**src/rtl/hazard_pkg.sv**
```systemverilog
// Shared decode constants and the multiply-occupancy state type
// for the pipeline interlock controller.
package hazard_pkg;

   localparam logic [6:0] OPC_OP    = 7'b0110011;
   localparam logic [6:0] F7_MULDIV = 7'b0000001;

   typedef enum logic {
      IDLE,
      BUSY
   } mul_state_t;

endpackage

```
**src/rtl/mul_stall_ctr.sv**
```systemverilog
// Tracks how long a multi-cycle multiply has occupied EX.
// Raises the stall for every cycle except the last.
module mul_stall_ctr
   import hazard_pkg::*;
#(
   parameter int MULT_LATENCY = 3
) (
   input  logic clk,
   input  logic arst_n,
   input  logic mul_ex,
   output logic mul_stall
);

   localparam int CNT_W = $clog2(MULT_LATENCY) + 1;
   localparam logic [CNT_W-1:0] CNT_LAST = CNT_W'(MULT_LATENCY - 1);
   localparam logic MULTI_CYCLE = (MULT_LATENCY > 1);

   mul_state_t state;
   logic [CNT_W-1:0] cnt;

   // The MUL stays held in EX while stalled, so BUSY counts cycles without
   // re-checking the instruction; a following MUL is seen afresh in IDLE.
   always_ff @(posedge clk or negedge arst_n) begin
      if (!arst_n) begin
         state <= IDLE;
         cnt   <= '0;
      end else begin
         case (state)
            IDLE: begin
               if (mul_ex && MULTI_CYCLE) begin
                  state <= BUSY;
                  cnt   <= CNT_W'(1);
               end
            end
            BUSY: begin
               if (cnt == CNT_LAST) begin
                  state <= IDLE;
                  cnt   <= '0;
               end else begin
                  cnt <= cnt + CNT_W'(1);
               end
            end
            default: begin
               state <= IDLE;
               cnt   <= '0;
            end
         endcase
      end
   end

   always_comb begin
      mul_stall = 1'b0;
      if (arst_n) begin
         case (state)
            IDLE:    mul_stall = mul_ex && MULTI_CYCLE;
            BUSY:    mul_stall = (cnt != CNT_LAST);
            default: mul_stall = 1'b0;
         endcase
      end
   end

endmodule

```
**src/rtl/hazard_unit.sv**
```systemverilog
// Pipeline interlock controller: multiply stall, taken-branch flush and
// load-use bubble, plus a saturating count of front-end stall cycles.
module hazard_unit
   import hazard_pkg::*;
#(
   parameter int MULT_LATENCY = 3,
   parameter int COUNT_W      = 32
) (
   input  logic               clk,
   input  logic               arst_n,
   input  logic [31:0]        instruction_ID,
   input  logic [31:0]        instruction_EX,
   input  logic               MemRead_EX,
   input  logic               branch_taken_EX,
   output logic               pc_write_en,
   output logic               if_id_write_en,
   output logic               id_ex_write_en,
   output logic               flush_if_id,
   output logic               flush_id_ex,
   output logic               flush_ex_mem,
   output logic               mul_busy,
   output logic [COUNT_W-1:0] stall_count
);

   logic [4:0] rd_ex;
   logic [4:0] rs1_id;
   logic [4:0] rs2_id;
   logic       mul_ex;
   logic       mul_stall;
   logic       load_use;
   logic       unused_bits;

   assign rd_ex  = instruction_EX[11:7];
   assign rs1_id = instruction_ID[19:15];
   assign rs2_id = instruction_ID[24:20];
   assign mul_ex = (instruction_EX[6:0] == OPC_OP) && (instruction_EX[31:25] == F7_MULDIV);

   // rs fields are compared for every format; a false match only costs a bubble.
   assign load_use = MemRead_EX && (rd_ex != 5'd0) && ((rd_ex == rs1_id) || (rd_ex == rs2_id));

   assign unused_bits = ^{instruction_ID[31:25], instruction_ID[14:0], instruction_EX[24:12]};

   mul_stall_ctr #(
      .MULT_LATENCY(MULT_LATENCY)
   ) u_mul_stall_ctr (
      .clk      (clk),
      .arst_n   (arst_n),
      .mul_ex   (mul_ex),
      .mul_stall(mul_stall)
   );

   // Priority: multiply hold, then taken branch (which discards the ID
   // instruction and so any load-use on it), then load-use bubble.
   always_comb begin
      pc_write_en    = 1'b1;
      if_id_write_en = 1'b1;
      id_ex_write_en = 1'b1;
      flush_if_id    = 1'b0;
      flush_id_ex    = 1'b0;
      flush_ex_mem   = 1'b0;
      mul_busy       = 1'b0;
      if (arst_n) begin
         if (mul_stall) begin
            pc_write_en    = 1'b0;
            if_id_write_en = 1'b0;
            id_ex_write_en = 1'b0;
            flush_ex_mem   = 1'b1;
            mul_busy       = 1'b1;
         end else if (branch_taken_EX) begin
            flush_if_id = 1'b1;
            flush_id_ex = 1'b1;
         end else if (load_use) begin
            pc_write_en    = 1'b0;
            if_id_write_en = 1'b0;
            flush_id_ex    = 1'b1;
         end
      end
   end

   // Performance counter holds at all-ones rather than wrapping.
   always_ff @(posedge clk or negedge arst_n) begin
      if (!arst_n) begin
         stall_count <= '0;
      end else if (!pc_write_en && (stall_count != '1)) begin
         stall_count <= stall_count + COUNT_W'(1);
      end
   end

endmodule

```
**config.mk**
```make
export PLATFORM = sky130hd
export DESIGN_NAME = hazard_unit
export DESIGN_NICKNAME = d
export VERILOG_FILES = /design/src/rtl/hazard_pkg.sv /design/src/rtl/mul_stall_ctr.sv /design/src/rtl/hazard_unit.sv
export SDC_FILE = /design/constraint.sdc
export NUM_CORES = 1
export LEC_CHECK = 0
export ABC_AREA = 1
export BUFFER_PORTS_ARGS = -buffer_cell sky130_fd_sc_hd__buf_2
export CORE_MARGIN = 1
export CORE_UTILIZATION = 44
export DETAILED_ROUTE_END_ITERATION = 8
export GPL_ROUTABILITY_DRIVEN = 0
export PLACE_DENSITY = 0.77
export SYNTH_ARGS = -nofsm -noshare
export SYNTH_HDL_FRONTEND = slang
export SYNTH_HIERARCHICAL = 1
export SYNTH_SLANG_ARGS = --single-unit
```
**constraint.sdc**
```tcl
create_clock -name clk -period 1.6 [get_ports clk]
set_clock_uncertainty 0.05 [all_clocks]
set_input_delay 0.16 -clock clk [delete_from_list [all_inputs] [get_ports clk]]
set_output_delay 0.16 -clock clk [all_outputs]
set_load 0.02 [all_outputs]
```
==> results of run 1 <==
## power by group
group          internal [W]  switching [W]
clock network      0.000352       0.000341
logic              0.000144       0.000187
registers          0.000934      0.0000219
## worst min-delay path, cell delays in order
cell     delay, ps
buf_6           70
nor4_2          30
nand2_1         60
nor3_2          50
o21ai_0        170
nand2_1         70
## path summary, 6_finish.rpt
kind | from | endpoint | slack [ps] | cells after the start
max in group asynchronous | arst_n | stall_count[3] | 620 | 3
setup / recovery | u_mul_stall_ctr/state | flush_if_id | -170 | 8
hold reg to reg | stall_count[30] | stall_count[30] | 500 | 2
hold / removal | instruction_EX[31] | u_mul_stall_ctr/cnt[0] | 320 | 6
min in group asynchronous | arst_n | stall_count[17] | 530 | 3
setup reg to reg | stall_count[1] | stall_count[18] | -140 | 12
## sequential cells by signal, indices dropped and copies added, names as in the netlist
signal                 count
u_mul_stall_ctr/state      1
stall_count               32
u_mul_stall_ctr/cnt        3
## what timing repair did
| item | 4_1_cts | 5_1_grt |
|---|---|---|
| gates resized for setup | 34 | 19 |
| hold buffers | 1 | 0 |
| cloned | 3 | 0 |
| hold endpoints to repair | 36 | 0 |
| buffers inserted | 11 | 3 |
| endpoints found under the setup margin | 39 | 39 |
| pin swaps | 14 | 10 |
## cell usage in the layout, fill, tap and decap left out, types with 4 or more instances in the layout
cell type	Yosys	routed
nor3_1	11	7
nand2_1	175	171
buf_4	2	75
buf_12	0	4
xnor2_1	7	6
clkbuf_8	0	6
nand4_1	8	8
dfrtp_1	36	33
nor2_2	3	7
nand2_2	2	5
nand3_2	1	13
nand3_1	45	32
nor2_4	0	4
nor2_1	49	41
buf_6	3	12
xor2_1	12	12
inv_1	41	37
o21ai_0	4	4
buf_2	6	61
nand3b_1	7	7
## through the flow
step	cell area (sq um)	hold WS, ps	util	TNS [ps]
floorplan	2803	-185.6	-	-2832
global placement	3697	271.7	0.6515	-7036
detailed placement	3697	291.3	0.6515	-9962
CTS	4058	233.5	0.7149	-5005
global route	4149	361.3	0.7310	-7588
finish	4149	317.6	0.7310	-3710
## routing by layer
layer,up-vias,global-route usage,wire (um)
met4,0,0.1482,481
met1,1604,0.3714,3723
met3,67,0.05029,774
met2,227,0.5222,4526
met5,-,0,0
li1,1632,-,-
## cell families after synthesis
group / count (synthesis) / share of synthesized area
AO/OA/AOI/OAI: 6 / 0.01129
buffers and inverters: 54 / 0.09031
flip-flops: 36 / 0.3387
XOR/XNOR: 19 / 0.06256
AND/OR/NAND/NOR: 307 / 0.4925
adder cells (fa/ha/maj): 1 / 0.004703
## final cells by class
| type | count | area (sq um) |
|---|---|---|
| inverter | 43 | 173.9 |
| clock buffer | 8 | 90.09 |
| sequential | 36 | 904.6 |
| timing repair buffer | 154 | 1121 |
| fill | 421 | 1526 |
| multi-input combinational | 335 | 1769 |
| tap | 72 | 90.09 |
==> flow_summary.json, run 1 <==
{
  "outcome": "finished with violations",
  "violations": "negative setup slack",
  "grt_max_degree": 37,
  "final_max_slew_viol_count": 0,
  "ys.warnings.count": 6,
  "via_per_inst": 5.448,
  "ys_seq_area_frac": 0.3387,
  "core-area_sq_um": 5675,
  "ant_nets": 0,
  "fmax_mhz": 563.4,
  "worstSetupEndpointType": "output port",
  "syn_nets": 492,
  "arrival_ps": 1560,
  "worstMarginPinSlew_ps": 481.3,
  "wirelength_um": 9506,
  "p_leak_nw": 2.255,
  "dp_hpwl_um": 6129,
  "synthFlopType": "dfrtp_1",
  "dpl.cell_count": 622,
  "yosysMostFrequentCell": "nand2_1",
  "p_total_w": 0.001979,
  "postSynthCellCount": 423,
  "netlist_top_cells_area": "dfrtp_1, nand2_1, nand3_1",
  "cts_made_buffers": 5,
  "clk_latency_ps": 290,
  "drive_gt1_frac": 0.3681,
  "synth-async-reset-ratio": 1.000,
  "pre_cts_ws_ps": -297.9,
  "p_per_area_nw_per_um2": 477.0,
  "ctsLongestPathBuffers": 2,
  "layout_min_cycle_time_ps": 1775,
  "drc": 0,
  "cpMaxStageDelayCell": "dfrtp_1",
  "yosys.area.top_type": "dfrtp_1",
  "synth.avg_cell_area_sq_um": 6.289,
  "critical_path_class": "reg2out",
  "synth_top_cell_area_share": 0.3387,
  "cts_tree": "done",
  "htreeDepth": 2,
  "min_path_type": "in2reg",
  "critPathRequiredTime_ps": 1390,
  "path_cells": "inv_2, nor2_4, nand2_2, nand2_2, nor2_4, buf_6, nor3b_2, buf_4",
  "antenna_cells": 0,
  "die_area_sq_um": 6361,
  "synth_cell_type_count": 24,
  "fp.dieH_um": 79.76,
  "slew_headroom": 0.6792,
  "antenna_found_initial": 0,
  "ys_ff_latch": 36,
  "clk_pin_slew_ps": 80,
  "firstDrtPassIters": 6,
  "rows": 27,
  "grt_pass1_vias": 3338,
  "grt_usage": 0.3058,
  "wl_per_cell_um": 14.67,
  "start_util": 0.4687,
  "grt_overflow": 0,
  "synth-edff-count": 0,
  "cts-root-buf": "clkbuf_8",
  "crit_fanout": 4,
  "ir_drop_mv": 0.3284,
  "fin_crit_sh": 1.109,
  "grt_pass1_wl_um": 14940,
  "vias": 3530,
  "crit_path_max_incr_delay_ps": 420,
  "clock-sinks": 36,
  "netlist_area_sq_um": 2660,
  "io_pins": 107,
  "area_growth_pct": 55.97,
  "drtIter0Drc": 388,
  "crit_buf_inv": 3,
  "die_x_um": 79.76,
  "cap_viol_max_count": 0,
  "setup_violations": 39,
  "yosys-top-cells-count": "nand2_1, nor2_1, nand3_1, inv_1, dfrtp_1",
  "cp_top_family": "simple AND/OR/NAND/NOR gates",
  "hold_viol_final": 0,
  "fin_cells": 648,
  "start_kind": "flop",
  "rsz0062_at_grt": "yes",
  "io_buffers": 71,
  "num-nets-final": 644,
  "setup_slack_ps": -174.9
}
Power figures use the tool's default switching activity.
==> run 2: changes to the inputs <==
--- a/config.mk
+++ b/config.mk
@@ -8,11 +8,12 @@
 export ABC_AREA = 1
 export BUFFER_PORTS_ARGS = -buffer_cell sky130_fd_sc_hd__buf_2
 export CORE_MARGIN = 1
-export CORE_UTILIZATION = 44
+export CORE_UTILIZATION = 49
 export DETAILED_ROUTE_END_ITERATION = 8
 export GPL_ROUTABILITY_DRIVEN = 0
-export PLACE_DENSITY = 0.77
+export PLACE_DENSITY = 0.81
 export SYNTH_ARGS = -nofsm -noshare
 export SYNTH_HDL_FRONTEND = slang
 export SYNTH_HIERARCHICAL = 1
 export SYNTH_SLANG_ARGS = --single-unit
+export TNS_END_PERCENT = 10
==> constraint.sdc (replaced) <==
create_clock -name clk -period 1.7 [get_ports clk]
set_clock_uncertainty 0.05 [all_clocks]
set_input_delay 0.17 -clock clk [delete_from_list [all_inputs] [get_ports clk]]
set_output_delay 0.17 -clock clk [all_outputs]
set_load 0.02 [all_outputs]
==> run 2 against run 1 <==
Against the previous run: the flow still finishes with violations (negative setup slack); sequential share of layout area rose by 1.6 points; die area fell by 10%; routed wire length fell by 7.7%; sequential power fell by 5.3%; flip-flop and latch count did not move; register-to-register slack improved by 20 ps; critical path depth rose by 2; first-iteration DRC count fell by 26%; clock power fell by 3%; cell area fell by 6.5%; global-route usage fell by 0.19 points; worst hold slack improved by 68 ps; highest routed layer unchanged.
==> flow_summary.json, run 2 (synthesis results as in run 1) <==
{
  "critPathMostFrequentCell": "nand2_1",
  "layout_commonest_cell": "nand2_1",
  "die_area_sq_um": 5727,
  "firstDrtPassIters": 6,
  "worstMarginPinSlew_ps": 478.4,
  "grt_usage": 0.3039,
  "ir_drop_mv": 0.3343,
  "power_frac_clock": 0.359,
  "setup_slack_ps": -116.4,
  "p_sw_w": 0.0005418,
  "p_comb_frac": 0.161,
  "ctsLongestPathBuffers": 2,
  "grt_max_degree": 37,
  "io_buffers": 71,
  "crit_buf_inv": 1,
  "rsz0062_at_grt": "yes",
  "core-area_sq_um": 5172,
  "ant_nets": 0,
  "min_path_type": "in2reg",
  "antenna_found_initial": 0,
  "drive_gt1_frac": 0.3485,
  "placed_area_sq_um": 3447,
  "fmax_mhz": 550.5,
  "switching_share": 0.2877,
  "cts_made_buffers": 5,
  "cp_top_family": "simple AND/OR/NAND/NOR gates",
  "grt_overflow": 0,
  "final_cell_mix": "nand2_1, buf_2, buf_4",
  "area_growth_pct": 45.86,
  "cpMaxStageDelayCell": "dfrtp_1",
  "violations": "negative setup slack",
  "critPathRequiredTime_ps": 1840,
  "pre_cts_ws_ps": -188.2,
  "die_x_um": 75.68,
  "dp_hpwl_um": 5739,
  "htreeDepth": 2,
  "fp.dieH_um": 75.68,
  "critical_path_class": "reg2reg",
  "setup_violations": 34,
  "layout_min_cycle_time_ps": 1816,
  "start_util": 0.5143,
  "seqPwrFrac": 0.481,
  "cts-root-buf": "clkbuf_8",
  "worstSetupEndpointType": "flop",
  "largest_register": "stall_count",
  "clock-sinks": 36,
  "cts_tree": "done",
  "grt_pass1_wl_um": 13170,
  "outcome": "finished with violations",
  "fin_crit_sh": 1.068,
  "vias": 3370,
  "wl_per_cell_um": 14.13,
  "p_leak_nw": 2.109,
  "arrival_ps": 1960,
  "grt_pass1_vias": 3005,
  "hold_path_depth": 7,
  "final_area_sq_um": 3880,
  "rows": 26,
  "clk_latency_ps": 310,
  "start_kind": "flop",
  "top_regs": "stall_count: 32 flops, u_mul_stall_ctr/cnt: 3 flops, u_mul_stall_ctr/state: 1 flops",
  "drtIter0Drc": 289,
  "crit_fanout": 5,
  "hold_viol_final": 0,
  "drc": 0,
  "antenna_cells": 0,
  "post-route-util": 0.7501,
  "path_cells": "nand2_1, buf_4, nor2_1, nand4_1, nor2_1, nand2_1, nand2_1, nand2_1, nand3_1, nand2_1",
  "final_max_slew_viol_count": 0,
  "largest_reg_flops": 32,
  "rr_worst_depth": 10,
  "crit_path_max_incr_delay_ps": 430,
  "p_per_area_nw_per_um2": 485.3,
  "cap_viol_max_count": 0,
  "via_per_inst": 5.427,
  "slew_headroom": 0.6811,
  "wirelength_um": 8772,
  "intPower_w": 0.001341,
  "cp_num_cells": 10,
  "io_pins": 107,
  "num-nets-final": 619,
  "clk_pin_slew_ps": 80
}
-- run 2: cell count changes in the layout (fill, tap and decap cells not counted), moves of 2 or more --
cell / delta
nand3_2: -7
buf_12: -2
buf_6: -3
inv_6: -2
inv_4: +2
nor2_2: +7
nor2_1: -8
buf_4: -18
dfrtp_2: +3
dfrtp_1: -3
nand3_1: +8
nand2_8: -2
-- run 2: layout make-up --
type                       instances  area, sq um
clock buffer                       8        90.09
fill                             369         1292
inverter                          43        168.9
multi-input combinational        333         1725
sequential                        36        908.4
tap                               70        87.58
timing repair buffer             131        899.6
-- run 2: metal layers --
metal | wire (um) | up-vias | GRT usage
li1 | - | 1575 | -
met2 | 4193 | 202 | 0.5060
met3 | 644 | 62 | 0.05291
met5 | 0 | - | 0
met1 | 3461 | 1531 | 0.3756
met4 | 472 | 0 | 0.1626
-- run 2: per-stage QoR --
step | hold slack (ps) | TNS, ps | cells | power [W]
2_1_floorplan | -175.6 | -214.5 | 423 | 0.001044
3_5_place_dp | 297.5 | -5991 | 602 | 0.001173
5_1_grt | 441.3 | -3775 | 621 | 0.001946
6_report | 385.4 | -898.9 | 621 | 0.001883
3_3_place_gp | 288.4 | -4641 | 602 | 0.001160
4_1_cts | 264.2 | -385.8 | 619 | 0.001832
-- run 2: repair_timing --
item / CTS / global route
setup buffers: 8 / 2
pin swaps: 15 / 13
hold endpoints to repair: 36 / 0
setup endpoints to repair: 37 / 39
gates resized for setup: 29 / 42
hold buffers: 1 / 0
-- run 2: worst register-to-register path, stage by stage, from the launching register on --
cell     delay, ps
dfrtp_1        430
nand2_1        110
buf_4          150
nor2_1         140
nand4_1        210
nor2_1         240
nand2_1         70
nand2_1         80
nand2_1         50
nand3_1        100
nand2_1         70
-- run 2: power groups by stage --
stage / Clock [W] / Sequential [W] / Combinational, W
floorplan: 0 / 0.000946 / 0.0000984
detailed placement: 0 / 0.000920 / 0.000253
CTS: 0.000658 / 0.000902 / 0.000272
global placement: 0 / 0.000918 / 0.000241
finish: 0.000675 / 0.000905 / 0.000302
global route: 0.000707 / 0.000905 / 0.000334
-- run 2: worst paths after layout --
check,endpoint,startpoint,slack (ps)
max,stall_count[18],stall_count[9],-120
min,u_mul_stall_ctr/state,instruction_EX[0],390
max reg2reg,stall_count[18],stall_count[9],-120
min reg2reg,u_mul_stall_ctr/cnt[1],u_mul_stall_ctr/cnt[1],480
max in group asynchronous,stall_count[0],arst_n,740
min in group asynchronous,stall_count[9],arst_n,510
==> run 3: changes to the inputs <==
--- a/config.mk
+++ b/config.mk
@@ -11,6 +11,7 @@
 export CORE_UTILIZATION = 49
 export DETAILED_ROUTE_END_ITERATION = 8
 export GPL_ROUTABILITY_DRIVEN = 0
+export MAX_ROUTING_LAYER = met4
 export PLACE_DENSITY = 0.81
 export SYNTH_ARGS = -nofsm -noshare
 export SYNTH_HDL_FRONTEND = slang
==> run 3 against run 2 <==
Against the previous run: the run still ends with negative setup slack left; combinational power about the same; routed wire length down 0.43%; global-route usage up 0.92 points; maximum frequency up 0.40%; first-iteration DRC count up 12%; power down 0.47%; register-to-register slack about the same; utilization about the same; setup slack better by 7.3 ps; largest cell class unchanged.
==> flow_summary.json, run 3 (synthesis results as in run 1) <==
{
  "outcome": "finished with violations",
  "violations": "negative setup slack",
  "hold_viol_final": 0,
  "intPower_w": 0.001341,
  "final.setup.tns_ps": -879.6,
  "critPathLaunch": "stall_count[9]",
  "critPathRequiredTime_ps": 1840,
  "p_total_w": 0.001874,
  "crit_buf_inv": 1,
  "p_sw_w": 0.0005333,
  "fmax_mhz": 552.8,
  "ir_drop_mv": 0.3348,
  "core-area_sq_um": 5172,
  "cpMaxStageDelayCell": "dfrtp_1",
  "grt_pass1_wl_um": 13170,
  "fp.dieH_um": 75.68,
  "layout_min_cycle_time_ps": 1809,
  "firstDrtPassIters": 6,
  "start_util": 0.5143,
  "min-delay-start": "instruction_EX[0]",
  "reg2reg_to": "stall_count[18]",
  "io_pins": 107,
  "critical_path_class": "reg2reg",
  "setup_violations": 32,
  "cp_num_cells": 10,
  "dp_hpwl_um": 5739,
  "setup_slack_ps": -109.1,
  "grt_max_degree": 37,
  "grt_usage": 0.3131,
  "clock-sinks": 36,
  "num-fill-cells": 368,
  "fin_cells": 621,
  "slew_headroom": 0.6862,
  "vias": 3366,
  "crit_fanout": 5,
  "top_regs": "stall_count: 32 flops, u_mul_stall_ctr/cnt: 3 flops, u_mul_stall_ctr/state: 1 flops",
  "r2r_start": "stall_count[9]",
  "die_area_sq_um": 5727,
  "grt_overflow": 0,
  "clk_latency_ps": 300,
  "rr_worst_depth": 10,
  "final_cell_mix": "nand2_1, buf_2, buf_4",
  "p_per_area_nw_per_um2": 483.4,
  "antenna_cells": 0,
  "dpl.cell_count": 602,
  "start_kind": "flop",
  "setup.worst_path.end": "stall_count[18]",
  "p_leak_nw": 2.107,
  "post-route-util": 0.7496,
  "rrSetupSlack_ps": -110,
  "die_x_um": 75.68,
  "wirelength_um": 8734,
  "arrival_ps": 1950,
  "largest_reg_flops": 32,
  "rows": 26,
  "rsz0062_at_grt": "yes",
  "switching_share": 0.2846,
  "cp_top_family": "simple AND/OR/NAND/NOR gates",
  "area_growth_pct": 45.77,
  "layout_commonest_cell": "nand2_1",
  "cts_tree": "done",
  "cts_made_buffers": 5,
  "htreeDepth": 2,
  "drive_gt1_frac": 0.3485,
  "multiInputGateArea_sq_um": 1725,
  "fin_hold_ws_ps": 389.4,
  "power_frac_clock": 0.357,
  "crit_path_max_incr_delay_ps": 430,
  "ctsLongestPathBuffers": 2,
  "seqPwrFrac": 0.483,
  "p_comb_frac": 0.160,
  "cap_viol_max_count": 0,
  "antenna_found_initial": 0,
  "fin_crit_sh": 1.064,
  "num-nets-final": 619,
  "io_buffers": 71,
  "critPathMostFrequentCell": "nand2_1",
  "drc": 0,
  "path_cells": "nand2_1, buf_4, nor2_1, nand4_1, nor2_1, nand2_1, nand2_1, nand2_1, nand3_1, nand2_1",
  "clk_pin_slew_ps": 80,
  "worstSetupEndpointType": "flop",
  "cts-root-buf": "clkbuf_8",
  "wl_per_cell_um": 14.06,
  "final_max_slew_viol_count": 0,
  "via_per_inst": 5.420,
  "drtIter0Drc": 323,
  "ant_nets": 0,
  "grt_pass1_vias": 3005,
  "worstMarginPinSlew_ps": 470.6,
  "largest_register": "stall_count",
  "min_path_type": "in2reg",
  "ff_latch_area_sq_um": 908.4
}
==> run 3: changes by cell type in the layout (fill, tap and decap cells not counted) <==
cell and change:
buf_2 +1, buf_4 -1
==> run 3: area by class of cell <==
| class | count | share of cell area |
|---|---|---|
| timing repair buffer | 131 | 0.2314 |
| clock buffer | 8 | 0.02323 |
| tap | 70 | 0.02259 |
| sequential | 36 | 0.2343 |
| multi-input combinational | 333 | 0.4450 |
| inverter | 43 | 0.04356 |
==> run 3: repair_timing <==
| action | CTS | global route |
|---|---|---|
| pin swaps | 15 | 13 |
| hold buffers | 1 | 0 |
| endpoints found under the setup margin | 37 | 39 |
| hold endpoints to repair | 36 | 0 |
| setup buffers | 8 | 2 |
| gates resized for setup | 29 | 41 |
==> run 3: how the worst min path moves through the flow <==
| stage | cells after the start | endpoint |
|---|---|---|
| after floorplan | 0 | stall_count[0] |
| after detailed placement | 2 | stall_count[8] |
| final | 7 | u_mul_stall_ctr/state |
| after global placement | 2 | stall_count[9] |
| after CTS | 5 | u_mul_stall_ctr/cnt[0] |
| after global routing | 6 | stall_count[1] |
==> run 3: layer usage <==
| layer | vias up | global-route usage | wire length, um |
|---|---|---|---|
| met2 | 203 | 0.5040 | 4147 |
| met1 | 1530 | 0.3764 | 3494 |
| met4 | 0 | 0.1667 | 431 |
| met3 | 54 | 0.05026 | 660 |
| met5 | - | - | 0 |
| li1 | 1579 | - | - |
==> run 3: metrics by stage <==
stage | worst slack, ps | area, sq um
floorplan | -96.40 | 2699
global placement | -145.6 | 3447
detailed placement | -188.2 | 3447
CTS | -81.46 | 3715
global route | -172.8 | 3877
finish | -109.1 | 3877
==> run 3: power groups by stage <==
stage          Clock (W)  Sequential, W  Combinational (W)
3_5_place_dp           0       0.000920           0.000253
6_report        0.000669       0.000905           0.000300
2_1_floorplan          0       0.000946          0.0000984
5_1_grt         0.000710       0.000905           0.000334
3_3_place_gp           0       0.000918           0.000241
4_1_cts         0.000658       0.000902           0.000272
==> run 3: tightest hold or removal path, cell delays in order <==
cell and delay (ps):
buf_2 100, nand2_1 70, nor3_2 60, nor2_2 130
inv_2 60, nand2_4 80, inv_1 40
